File: src/rtl/id_ex_forward_pkg.sv
// Shared definitions for the ID/EX pipeline register with operand forwarding.
//   DATA_W_DEF : default datapath width
//   RN_W       : register-number width
//   ALUC_W     : ALU-control width
//   fwd_sel_e  : operand source select code reported by fwd_sel
package id_ex_forward_pkg;

    localparam int DATA_W_DEF = 32;
    localparam int RN_W       = 5;
    localparam int ALUC_W     = 4;

    typedef enum logic [2:0] {
        FWD_RF      = 3'd0,
        FWD_EX      = 3'd1,
        FWD_MEM_ALU = 3'd2,
        FWD_MEM_MDO = 3'd3,
        FWD_WB      = 3'd4
    } fwd_sel_e;

endpackage

File: src/rtl/fwd_sel.sv
// Per-operand forwarding selector. Picks the youngest in-flight producer of
// register rn_i, falling back to the register-file read value.
// Ports:
//   rn_i                         source register number
//   rf_i                         register-file read data for rn_i
//   ex_hit_en_i, ex_wn_i, ex_res_i
//                                EX stage may forward (valid, writes, not a load)
//   mem_we_i, mem_m2reg_i, mem_wn_i, mem_alu_i, mem_mdo_i
//                                MEM stage destination and results
//   wb_we_i, wb_wn_i, wb_d_i     write-back port
//   sel_o                        chosen source
//   operand_o                    forwarded operand value
module fwd_sel
    import id_ex_forward_pkg::*;
#(
    parameter int DATA_W = DATA_W_DEF
) (
    input  logic [RN_W-1:0]   rn_i,
    input  logic [DATA_W-1:0] rf_i,
    input  logic              ex_hit_en_i,
    input  logic [RN_W-1:0]   ex_wn_i,
    input  logic [DATA_W-1:0] ex_res_i,
    input  logic              mem_we_i,
    input  logic              mem_m2reg_i,
    input  logic [RN_W-1:0]   mem_wn_i,
    input  logic [DATA_W-1:0] mem_alu_i,
    input  logic [DATA_W-1:0] mem_mdo_i,
    input  logic              wb_we_i,
    input  logic [RN_W-1:0]   wb_wn_i,
    input  logic [DATA_W-1:0] wb_d_i,
    output fwd_sel_e          sel_o,
    output logic [DATA_W-1:0] operand_o
);

    // Register 0 is hard-wired, so it never matches any producer.
    always_comb begin
        sel_o = FWD_RF;
        if (rn_i != '0) begin
            if (ex_hit_en_i && (ex_wn_i == rn_i)) begin
                sel_o = FWD_EX;
            end else if (mem_we_i && (mem_wn_i == rn_i)) begin
                sel_o = mem_m2reg_i ? FWD_MEM_MDO : FWD_MEM_ALU;
            end else if (wb_we_i && (wb_wn_i == rn_i)) begin
                // Register file is written on the same edge, so its read
                // port still shows the old value this cycle.
                sel_o = FWD_WB;
            end
        end
    end

    always_comb begin
        case (sel_o)
            FWD_EX:      operand_o = ex_res_i;
            FWD_MEM_ALU: operand_o = mem_alu_i;
            FWD_MEM_MDO: operand_o = mem_mdo_i;
            FWD_WB:      operand_o = wb_d_i;
            default:     operand_o = rf_i;
        endcase
    end

endmodule

File: src/rtl/id_ex_forward.sv
// ID/EX pipeline register with operand forwarding and load-use stall.
// Ports:
//   clk, clrn                         clock, async active-low reset
//   id_*                              decoded instruction in ID
//   ex_res                            result of the instruction now in EX
//   mem_*                             destination/results of the MEM stage
//   wb_wn, wb_we, wb_d                write-back port (same as RF write)
//   ex_flush                          squash the instruction entering EX
//   stall                             hold PC and IF/ID this cycle
//   ex_*                              registered ID/EX contents
module id_ex_forward
    import id_ex_forward_pkg::*;
#(
    parameter int DATA_W = DATA_W_DEF
) (
    input  logic              clk,
    input  logic              clrn,
    input  logic              id_valid,
    input  logic              id_use_a,
    input  logic              id_use_b,
    input  logic [RN_W-1:0]   id_rna,
    input  logic [RN_W-1:0]   id_rnb,
    input  logic [RN_W-1:0]   id_wn,
    input  logic [DATA_W-1:0] id_qa,
    input  logic [DATA_W-1:0] id_qb,
    input  logic [DATA_W-1:0] id_imm,
    input  logic              id_we,
    input  logic              id_m2reg,
    input  logic              id_aluimm,
    input  logic [ALUC_W-1:0] id_aluc,
    input  logic [DATA_W-1:0] ex_res,
    input  logic [RN_W-1:0]   mem_wn,
    input  logic              mem_we,
    input  logic              mem_m2reg,
    input  logic [DATA_W-1:0] mem_alu,
    input  logic [DATA_W-1:0] mem_mdo,
    input  logic [RN_W-1:0]   wb_wn,
    input  logic              wb_we,
    input  logic [DATA_W-1:0] wb_d,
    input  logic              ex_flush,
    output logic              stall,
    output logic              ex_valid,
    output logic              ex_we,
    output logic              ex_m2reg,
    output logic              ex_aluimm,
    output logic [RN_W-1:0]   ex_wn,
    output logic [ALUC_W-1:0] ex_aluc,
    output logic [DATA_W-1:0] ex_a,
    output logic [DATA_W-1:0] ex_b,
    output logic [DATA_W-1:0] ex_imm
);

    logic              ex_valid_q;
    logic              ex_we_q;
    logic              ex_m2reg_q;
    logic              ex_aluimm_q;
    logic [RN_W-1:0]   ex_wn_q;
    logic [ALUC_W-1:0] ex_aluc_q;
    logic [DATA_W-1:0] ex_a_q;
    logic [DATA_W-1:0] ex_b_q;
    logic [DATA_W-1:0] ex_imm_q;

    logic              ex_hit_en;
    logic              load_use;
    logic              bubble;
    fwd_sel_e          sel_a;
    fwd_sel_e          sel_b;
    logic [DATA_W-1:0] fwd_a_d;
    logic [DATA_W-1:0] fwd_b_d;

    // A load in EX has no data yet, so it can only be forwarded from MEM.
    assign ex_hit_en = ex_valid_q & ex_we_q & ~ex_m2reg_q;

    fwd_sel #(.DATA_W(DATA_W)) u_fwd_a (
        .rn_i        (id_rna),
        .rf_i        (id_qa),
        .ex_hit_en_i (ex_hit_en),
        .ex_wn_i     (ex_wn_q),
        .ex_res_i    (ex_res),
        .mem_we_i    (mem_we),
        .mem_m2reg_i (mem_m2reg),
        .mem_wn_i    (mem_wn),
        .mem_alu_i   (mem_alu),
        .mem_mdo_i   (mem_mdo),
        .wb_we_i     (wb_we),
        .wb_wn_i     (wb_wn),
        .wb_d_i      (wb_d),
        .sel_o       (sel_a),
        .operand_o   (fwd_a_d)
    );

    fwd_sel #(.DATA_W(DATA_W)) u_fwd_b (
        .rn_i        (id_rnb),
        .rf_i        (id_qb),
        .ex_hit_en_i (ex_hit_en),
        .ex_wn_i     (ex_wn_q),
        .ex_res_i    (ex_res),
        .mem_we_i    (mem_we),
        .mem_m2reg_i (mem_m2reg),
        .mem_wn_i    (mem_wn),
        .mem_alu_i   (mem_alu),
        .mem_mdo_i   (mem_mdo),
        .wb_we_i     (wb_we),
        .wb_wn_i     (wb_wn),
        .wb_d_i      (wb_d),
        .sel_o       (sel_b),
        .operand_o   (fwd_b_d)
    );

    // Select codes are kept for observability in simulation only.
    logic unused_sel;
    assign unused_sel = ^{sel_a, sel_b};

    // A squashed slot cannot cause a hazard, so flush overrides stall.
    assign load_use = id_valid & ex_valid_q & ex_m2reg_q & (ex_wn_q != '0)
                    & ((id_use_a & (ex_wn_q == id_rna)) |
                       (id_use_b & (ex_wn_q == id_rnb)));
    assign stall    = load_use & ~ex_flush;
    assign bubble   = ex_flush | ~id_valid | stall;

    always_ff @(posedge clk or negedge clrn) begin
        if (!clrn) begin
            ex_valid_q  <= 1'b0;
            ex_we_q     <= 1'b0;
            ex_m2reg_q  <= 1'b0;
            ex_aluimm_q <= 1'b0;
            ex_wn_q     <= '0;
            ex_aluc_q   <= '0;
            ex_a_q      <= '0;
            ex_b_q      <= '0;
            ex_imm_q    <= '0;
        end else if (bubble) begin
            ex_valid_q  <= 1'b0;
            ex_we_q     <= 1'b0;
            ex_m2reg_q  <= 1'b0;
            ex_aluimm_q <= 1'b0;
            ex_wn_q     <= '0;
            ex_aluc_q   <= '0;
            ex_a_q      <= '0;
            ex_b_q      <= '0;
            ex_imm_q    <= '0;
        end else begin
            ex_valid_q  <= 1'b1;
            ex_we_q     <= id_we;
            ex_m2reg_q  <= id_m2reg;
            ex_aluimm_q <= id_aluimm;
            ex_wn_q     <= id_wn;
            ex_aluc_q   <= id_aluc;
            ex_a_q      <= fwd_a_d;
            ex_b_q      <= fwd_b_d;
            ex_imm_q    <= id_imm;
        end
    end

    assign ex_valid  = ex_valid_q;
    assign ex_we     = ex_we_q;
    assign ex_m2reg  = ex_m2reg_q;
    assign ex_aluimm = ex_aluimm_q;
    assign ex_wn     = ex_wn_q;
    assign ex_aluc   = ex_aluc_q;
    assign ex_a      = ex_a_q;
    assign ex_b      = ex_b_q;
    assign ex_imm    = ex_imm_q;

endmodule

File: config.mk
export PLATFORM = sky130hd
export DESIGN_NAME = id_ex_forward
export DESIGN_NICKNAME = d
export VERILOG_FILES = /design/src/rtl/id_ex_forward_pkg.sv /design/src/rtl/fwd_sel.sv /design/src/rtl/id_ex_forward.sv
export SDC_FILE = /design/constraint.sdc
export NUM_CORES = 1
export LEC_CHECK = 0
export CAP_MARGIN = 20
export CELL_PAD_IN_SITES_DETAIL_PLACEMENT = 2
export CELL_PAD_IN_SITES_GLOBAL_PLACEMENT = 2
export CORE_UTILIZATION = 22
export DETAILED_ROUTE_END_ITERATION = 6
export PLACE_DENSITY_LB_ADDON = 0.1
export SYNTH_ARGS = -nofsm -noshare
export SYNTH_HDL_FRONTEND = slang
export SYNTH_SLANG_ARGS = --single-unit
File: constraint.sdc
create_clock -name clk -period 5.8 [get_ports clk]
set_clock_uncertainty 0.1 [all_clocks]
set_input_delay 1.16 -clock clk [delete_from_list [all_inputs] [get_ports clk]]
set_output_delay 1.16 -clock clk [all_outputs]
set_load 0.01 [all_outputs]
== Word level (Yosys, flattened, before mapping) ==
Cells that the tools add are included.
Operators by class
  add/sub/neg operators: 0
  multipliers: 0
  div/mod/pow operators: 0
  order comparisons: 0
  equal/unequal tests: 14
  shift operators: 0
  mux-type cells: 20
  bitwise gates (word level): 15
  reductions and logical operators: 9
Operators by type and width (count)
  case mux 32 bit (4 select lines): 2
  2-to-1 mux 32 bit: 3
  equality test 5 bit: 6
  2-to-1 mux 3 bit: 8
  nonzero test 5 bit: 3
  equality test 3 x 2 -> 1 bit (second input constant): 4
  AND 1 bit: 9
  equality test 3 x 1 -> 1 bit (second input constant): 2
  equality test 3 bit (second input constant): 2
  logical AND 1 bit: 6
  2-to-1 mux 1 bit: 5
  2-to-1 mux 5 bit: 1
  2-to-1 mux 4 bit: 1
  inverter 1 bit: 3
  bitwise OR 1 bit: 3
Storage, ports and cells
  register bits after elaboration: 109
  bits in latches: 0
  bits in writable memories: 0
  memory bits (read-only): 0
  input bits: 265
  memories kept: 0

== Depth between registers and ports, before layout ==
Gate-level depths: netlist (run 1).
  depth in word-level cells: 9
  depth in mapped cells: 10
  mapped depth without buffers: 7

== Cells and area by module ==
Synthesis (run 1) repeated with hierarchy kept, for this count alone.
Unflattened totals
  cells, all modules: 761
  area, all modules: 7353.3 um^2
Modules (own cells, without submodules)
  id_ex_forward: instances 1, cells an instance 385, area an instance 4042.6 um^2
  fwd_sel: instances 2, cells an instance 188, area an instance 1655.3 um^2

== Worst setup path before layout (run 1) ==
Ideal clock, no wire load.
  kind: in2out
  start: input port id_rnb[0]
  end: output port stall
  data arrival time: 1.994 ns
  required time: 4.540 ns
  setup slack: 2.546 ns
  stages on the path: 5
  path buffers: 0
  cell sequence: xnor2_1 nand3_1 o22ai_1 o2111a_1 nor2b_1
Between the ends
  cells in the longest elaborated chain, start to end: 5
RTL lines
  start: declaration: RTL line id_ex_forward.sv:22  | input logic [RN_W-1:0] id_rnb,
  equality test 5 bit: RTL line id_ex_forward.sv:117  | (id_use_b & (ex_wn_q == id_rnb)));
  AND 1 bit: RTL line id_ex_forward.sv:117
  bitwise OR 1 bit: RTL line id_ex_forward.sv:116  | & ((id_use_a & (ex_wn_q == id_rna)) |
  AND 1 bit: RTL line id_ex_forward.sv:116
  AND 1 bit: RTL line id_ex_forward.sv:118  | assign stall = load_use & ~ex_flush;
  end: declaration: RTL line id_ex_forward.sv:41  | output logic stall,
No other way between the ends.

== Worst setup path in the final report (run 1) ==
  start: input port id_rnb[2]
  end: output port stall
The elaborated chain is that of the path after synthesis.

==> impl_metrics.env, run 1 <==
export IMPL_detail_route_wl_per_cell_um=23.1
export IMPL_synth_edf_count=0
export IMPL_worst_slew_pin_slew_ns=0.979
export IMPL_layout_worst_path_cycle_share_pct=77.7
export IMPL_initial_utilization_pct=22.4
export IMPL_min_path_type="primary input to async pin"
export IMPL_clock_latency_ns=0.37
export IMPL_hold_viol=0
export IMPL_synthesis_area_um2=6230
export IMPL_dieHeight_um=170
export IMPL_grt_pass1_vias=7358
export IMPL_grt_use_total_pct=21.7
export IMPL_setup_tns_ns=0
export IMPL_synth_seq_cells=109
export IMPL_routed_wl_mm=31.5
export IMPL_die_area_um2=29000
export IMPL_cts_buffers=9
export IMPL_drt_iter0_markers=185
export IMPL_io_buffers=374
export IMPL_cp_arrival_ns=3.25
export IMPL_ys_types=44
export IMPL_cp_start_kind="primary input"
export IMPL_synth_area_leaders="dfrtp_1, mux2i_1, o211a_1"
export IMPL_wl_met2_mm=15.7
export IMPL_synth_largest_area_cell="dfrtp_1"
export IMPL_dp_slack_ns=1.25
export IMPL_root_buffer="clkbuf_16"
export IMPL_path_max_fanout=5
export IMPL_grt_max_degree=77
export IMPL_synthCells=646
export IMPL_via_count=6664
export IMPL_tritoncts="done"
export IMPL_design_core_area_um2=27800
export IMPL_ys_warn_count=0
export IMPL_area_growth_pct=69.9
export IMPL_drtAntennaViolNets=0
export IMPL_synth_area_per_cell_um2=9.64
export IMPL_setup_viol=0
export IMPL_post_route_drc_count=0
export IMPL_max_cap_viol_count=0
export IMPL_rsz0062_at_grt="false"
export IMPL_synth_fp_nets=911
export IMPL_cp_required_ns=4.54
export IMPL_drv_slew=0
export IMPL_hold_buffers=0
export IMPL_fillerInstances=3094
export IMPL_die_w_um=170
export IMPL_drive_gt1_share_pct=5.09
export IMPL_grt_pass1_wl_mm=46.2
export IMPL_endpoint_kind="output port"
export IMPL_place_congestion=0.831
export IMPL_clkTransAtPathRegs_ns=0.09
export IMPL_postCtsSetupBuffers=0
export IMPL_powerDensity_nw_per_um2=184
export IMPL_clkSinkCount=109
export IMPL_cts_buffer_depth=2
export IMPL_dr_pass1_iters=4
export IMPL_hold_ws_ns=0.827
export IMPL_post_route_min_period_ns=4.51
export IMPL_vdd_drop_max_uv=114
export IMPL_num_io_pins=375
export IMPL_timing_fmax_ghz=0.222
export IMPL_cts_resized=0
export IMPL_critical_path_class="primary input to output port"
export IMPL_htree_levels=3
export IMPL_post_route_util_pct=38.1
export IMPL_highest_layer="met4"
export IMPL_drt_met1_wl_mm=12.8
export IMPL_synthArstFlopShare_pct=100
export IMPL_rows=61
export IMPL_yosysSeqAreaShare_pct=43.8
export IMPL_met3_length_mm=2.63
export IMPL_slew_limit_headroom_pct=34.8
export IMPL_p_leak_nw=4.45
export IMPL_viasPerCell=4.89
export IMPL_gr_total_overflow=0
export IMPL_status="complete, no violations"
export IMPL_grt_antenna_before_repair=2
export IMPL_synth_flop_cell="dfrtp_1"
export IMPL_nets=1243
export IMPL_hpwl_mm=22.8
export IMPL_setup_ws_ns=1.29
export IMPL_synth_top_area_share_pct=43.8
export IMPL_totalPowerFinal_mw=1.95
metal layers:
layer	GRT usage (%)	vias up
met2	38.6	260
met3	6.67	20
met5	0	-
li1	-	3037
met4	5.56	0
met1	25.2	3347
per-stage QoR:
step                cells  area [um^2]
global route         1363        10600
detailed placement   1345        10300
CTS                  1361        10600
floorplan             646         6230
global placement     1345        10300
finish               1363        10600
cells in the final DEF (no fill, tap or decap), drive strengths merged:
master         count
a31oi              1
nor2b              5
o31ai              1
clkbuf             9
o31a               1
o211a             31
nand4b            28
o22ai             32
nand2              6
inv                6
and2              46
diode              2
and3b              1
nor2              67
nor3              35
and3               2
a21oi             60
dfrtp            109
or2                3
a211oi             3
nand3b            28
mux2i             33
or4                1
a311oi             1
o2111a             1
nor3b              1
xor2              13
or3                1
nand3             12
nor4               3
o21ai              1
o32ai              1
a221oi            32
clkinv             3
clkdlybuf4s50    371
buf               17
xnor2             17
nand2b             1
registers in the layout (all words and copies together) (netlist names):
name       flops
ex_aluimm      1
ex_b          32
ex_m2reg       1
ex_wn          5
ex_we          1
ex_imm        32
ex_a          32
ex_valid       1
ex_aluc        4
logic make-up after synthesis:
group                  after synthesis  synth area share [%]
AO/OA/AOI/OAI                      165                  18.9
buffers and inverters               69                  5.49
AND/OR/NAND/NOR                    240                  22.3
XOR/XNOR                            30                  4.22
flip-flops                         109                  43.8
multiplexers                        33                  5.31
path summary, 6_finish.rpt:
check	from	to	slack, ns	depth (start not counted)
min in group clk	ex_wn[0]	ex_b[30]	0.86	5
setup / recovery	id_rnb[2]	stall	1.29	7
max in group asynchronous	clrn	ex_b[18]	3.58	2
hold / removal	clrn	ex_a[11]	0.83	1
hold reg to reg	ex_wn[0]	ex_b[30]	0.86	5
setup reg to reg	ex_wn[1]	ex_b[9]	2.93	7
synth_stat cells (2+ instances only):
master and count:
and2_1 46, clkbuf_1 37, nor2b_1 5, a211oi_1 3, nand3_1 11, nand2_1 6, buf_8 2, a21oi_1 60
nor3_1 35, dfrtp_1 109, o211a_1 31, buf_2 19, a221oi_1 32, and3_1 2, mux2i_1 33, xnor2_1 17
xor2_1 13, o22ai_1 32, nand4b_1 28, nand3b_1 28, nor4_2 2, buf_6 4, buf_1 4, nor2_1 67
power breakdown:
group	total, mW	switching, mW	internal [mW]
clock	0.672	0.360	0.312
sequential	0.802	0.0112	0.791
combinational	0.476	0.202	0.273
total	1.95	0.573	1.38
worst max-delay path, cell delays in order:
cell	delay, ns
clkdlybuf4s50_1	0.59
xnor2_1	0.15
nand3_1	0.22
o22ai_1	0.23
o2111a_1	0.22
nor2b_1	0.13
clkdlybuf4s50_1	0.55
final cells by class:
type | count | area, um^2 | area share (%)
Timing Repair Buffer | 388 | 3840 | 36.3
Multi-Input combinational cell | 468 | 3220 | 30.4
Sequential cell | 109 | 2730 | 25.8
Tap cell | 378 | 473 | 4.47
Clock buffer | 9 | 225 | 2.13
Clock inverter | 7 | 83.8 | 0.792
Inverter | 2 | 12.5 | 0.118
Antenna cell | 2 | 5.00 | 0.0473
Power figures use the tool's default switching activity.
==> run 2: changes to the inputs <==
- CORE_UTILIZATION: 22 -> 19
- clock period: 5.8 -> 3.9 ns (I/O delays scaled with it)
==> impl_metrics.env, run 2 (synthesized netlist as in run 1, its figures left out) <==
export IMPL_rsz0062_at_grt="false"
export IMPL_grt_antenna_before_repair=1
export IMPL_die_w_um=183
export IMPL_post_route_min_period_ns=3.68
export IMPL_cp_arrival_ns=2.80
export IMPL_use_met3_pct=6.33
export IMPL_design_core_area_um2=31900
export IMPL_slew_limit_headroom_pct=42.2
export IMPL_drive_gt1_share_pct=6.61
export IMPL_drtAntennaViolNets=0
export IMPL_initial_utilization_pct=19.5
export IMPL_hold_ws_ns=0.336
export IMPL_worst_slew_pin_slew_ns=0.866
export IMPL_grt_use_met2_pct=33.3
export IMPL_vdd_drop_max_uv=178
export IMPL_clock_latency_ns=0.37
export IMPL_cts_buffers=9
export IMPL_status="complete, no violations"
export IMPL_cp_start_kind="primary input"
export IMPL_placedCellCount=1418
export IMPL_timing_fmax_ghz=0.272
export IMPL_gr_total_overflow=0
export IMPL_die_area_um2=33500
export IMPL_root_buffer="clkbuf_16"
export IMPL_hold_viol=0
export IMPL_dieHeight_um=183
export IMPL_grt_pass1_wl_mm=48.6
export IMPL_nets=1259
export IMPL_path_max_fanout=3
export IMPL_dr_pass1_iters=4
export IMPL_drt_iter0_markers=249
export IMPL_min_path_type="primary input to async pin"
export IMPL_fillerInstances=3553
export IMPL_cp_required_ns=3.02
export IMPL_io_buffers=374
export IMPL_final_area_um2=10900
export IMPL_layout_common_cells="clkdlybuf4s50_1, dfrtp_1, nor2_1"
export IMPL_endpoint_kind="output port"
export IMPL_drv_slew=0
export IMPL_routed_wl_mm=32.9
export IMPL_cts_resized=0
export IMPL_area_growth_pct=74.5
export IMPL_hpwl_mm=24.4
export IMPL_layout_worst_path_cycle_share_pct=94.4
export IMPL_setup_viol=0
export IMPL_max_cap_viol_count=0
export IMPL_hold_buffers=0
export IMPL_clkSinkCount=109
export IMPL_place_congestion=0.808
export IMPL_htree_levels=3
export IMPL_final_common_cell="clkdlybuf4s50_1"
export IMPL_powerDensity_nw_per_um2=272
export IMPL_cts_buffer_depth=2
export IMPL_postPlaceCellArea_um2=10500
export IMPL_via_count=6699
export IMPL_p_leak_nw=4.55
export IMPL_detail_route_wl_per_cell_um=22.9
export IMPL_clkTransAtPathRegs_ns=0.08
export IMPL_stdcell_count=1436
export IMPL_grt_pass1_vias=7459
export IMPL_viasPerCell=4.67
export IMPL_grt_use_total_pct=19.5
export IMPL_grt_use_met1_pct=23.7
export IMPL_setup_tns_ns=0
export IMPL_post_route_util_pct=34.1
export IMPL_tritoncts="done"
export IMPL_post_route_drc_count=0
export IMPL_postCtsSetupBuffers=0
export IMPL_rows=65
export IMPL_critical_path_class="primary input to output port"
export IMPL_busiest_layer="met2"
export IMPL_grt_max_degree=50
export IMPL_num_io_pins=375
run 2: cell types whose count changed in the layout (fill, tap and decap cells not counted):
cell        delta
buf_4          +9
clkbuf_8       +1
inv_8          -1
buf_12         +7
clkinv_8       -2
clkinvlp_4     +1
bufinv_16      +1
run 2: through the flow:
step / power [mW] / setup slack [ns]
after floorplan: 1.44 / 1.41
after global placement: 1.95 / 0.275
after detailed placement: 1.96 / 0.220
after CTS: 3.02 / 0.204
after global routing: 3.09 / 0.0756
final: 2.96 / 0.219
run 2: worst max-delay path, cell delays in order:
cell and delay [ns]:
clkdlybuf4s50_1 0.49, xnor2_1 0.28, nand3_1 0.13, o22ai_1 0.19
o2111a_1 0.23, nor2b_1 0.15, clkdlybuf4s50_1 0.56
run 2: metal layers:
layer	part of all wire (%)	routed length [um]
met1	43	14000
met5	0	0
met2	48	15800
met3	8.0	2620
met4	1.3	424
run 2: cell type report:
| class | count | area (um^2) | area share, % |
|---|---|---|---|
| Sequential cell | 109 | 2730 | 25.1 |
| Timing Repair Buffer | 404 | 4040 | 37.2 |
| Clock inverter | 6 | 77.6 | 0.714 |
| Inverter | 2 | 12.5 | 0.115 |
| Tap cell | 435 | 544 | 5.01 |
| Clock buffer | 10 | 239 | 2.20 |
| Multi-Input combinational cell | 468 | 3220 | 29.6 |
| Antenna cell | 2 | 5.00 | 0.0461 |
run 2: path summary, 6_finish.rpt:
kind / start / endpoint / slack (ns) / cells past startpoint
max in group asynchronous: clrn / ex_imm[24] / 2.45 / 2
min in group clk: ex_wn[0] / ex_b[30] / 0.85 / 5
max reg2reg: ex_wn[4] / ex_a[28] / 1.43 / 6
max: id_rnb[0] / stall / 0.22 / 7
min reg2reg: ex_wn[0] / ex_b[30] / 0.85 / 5
min: clrn / ex_a[11] / 0.34 / 1
run 2: power breakdown:
| part | internal, mW | switching (mW) | leakage, nW | total (mW) |
|---|---|---|---|---|
| logic | 0.421 | 0.309 | 2.93 | 0.730 |
| clock network | 0.531 | 0.505 | 0.153 | 1.04 |
| registers | 1.18 | 0.0166 | 1.47 | 1.19 |
| total | 2.13 | 0.830 | 4.55 | 2.96 |
==> run 3: changes to the inputs <==
- CAP_MARGIN: 20 -> 15
==> results of run 3 <==
No change in the layout: final DEF, timing and power equal those of run 2.
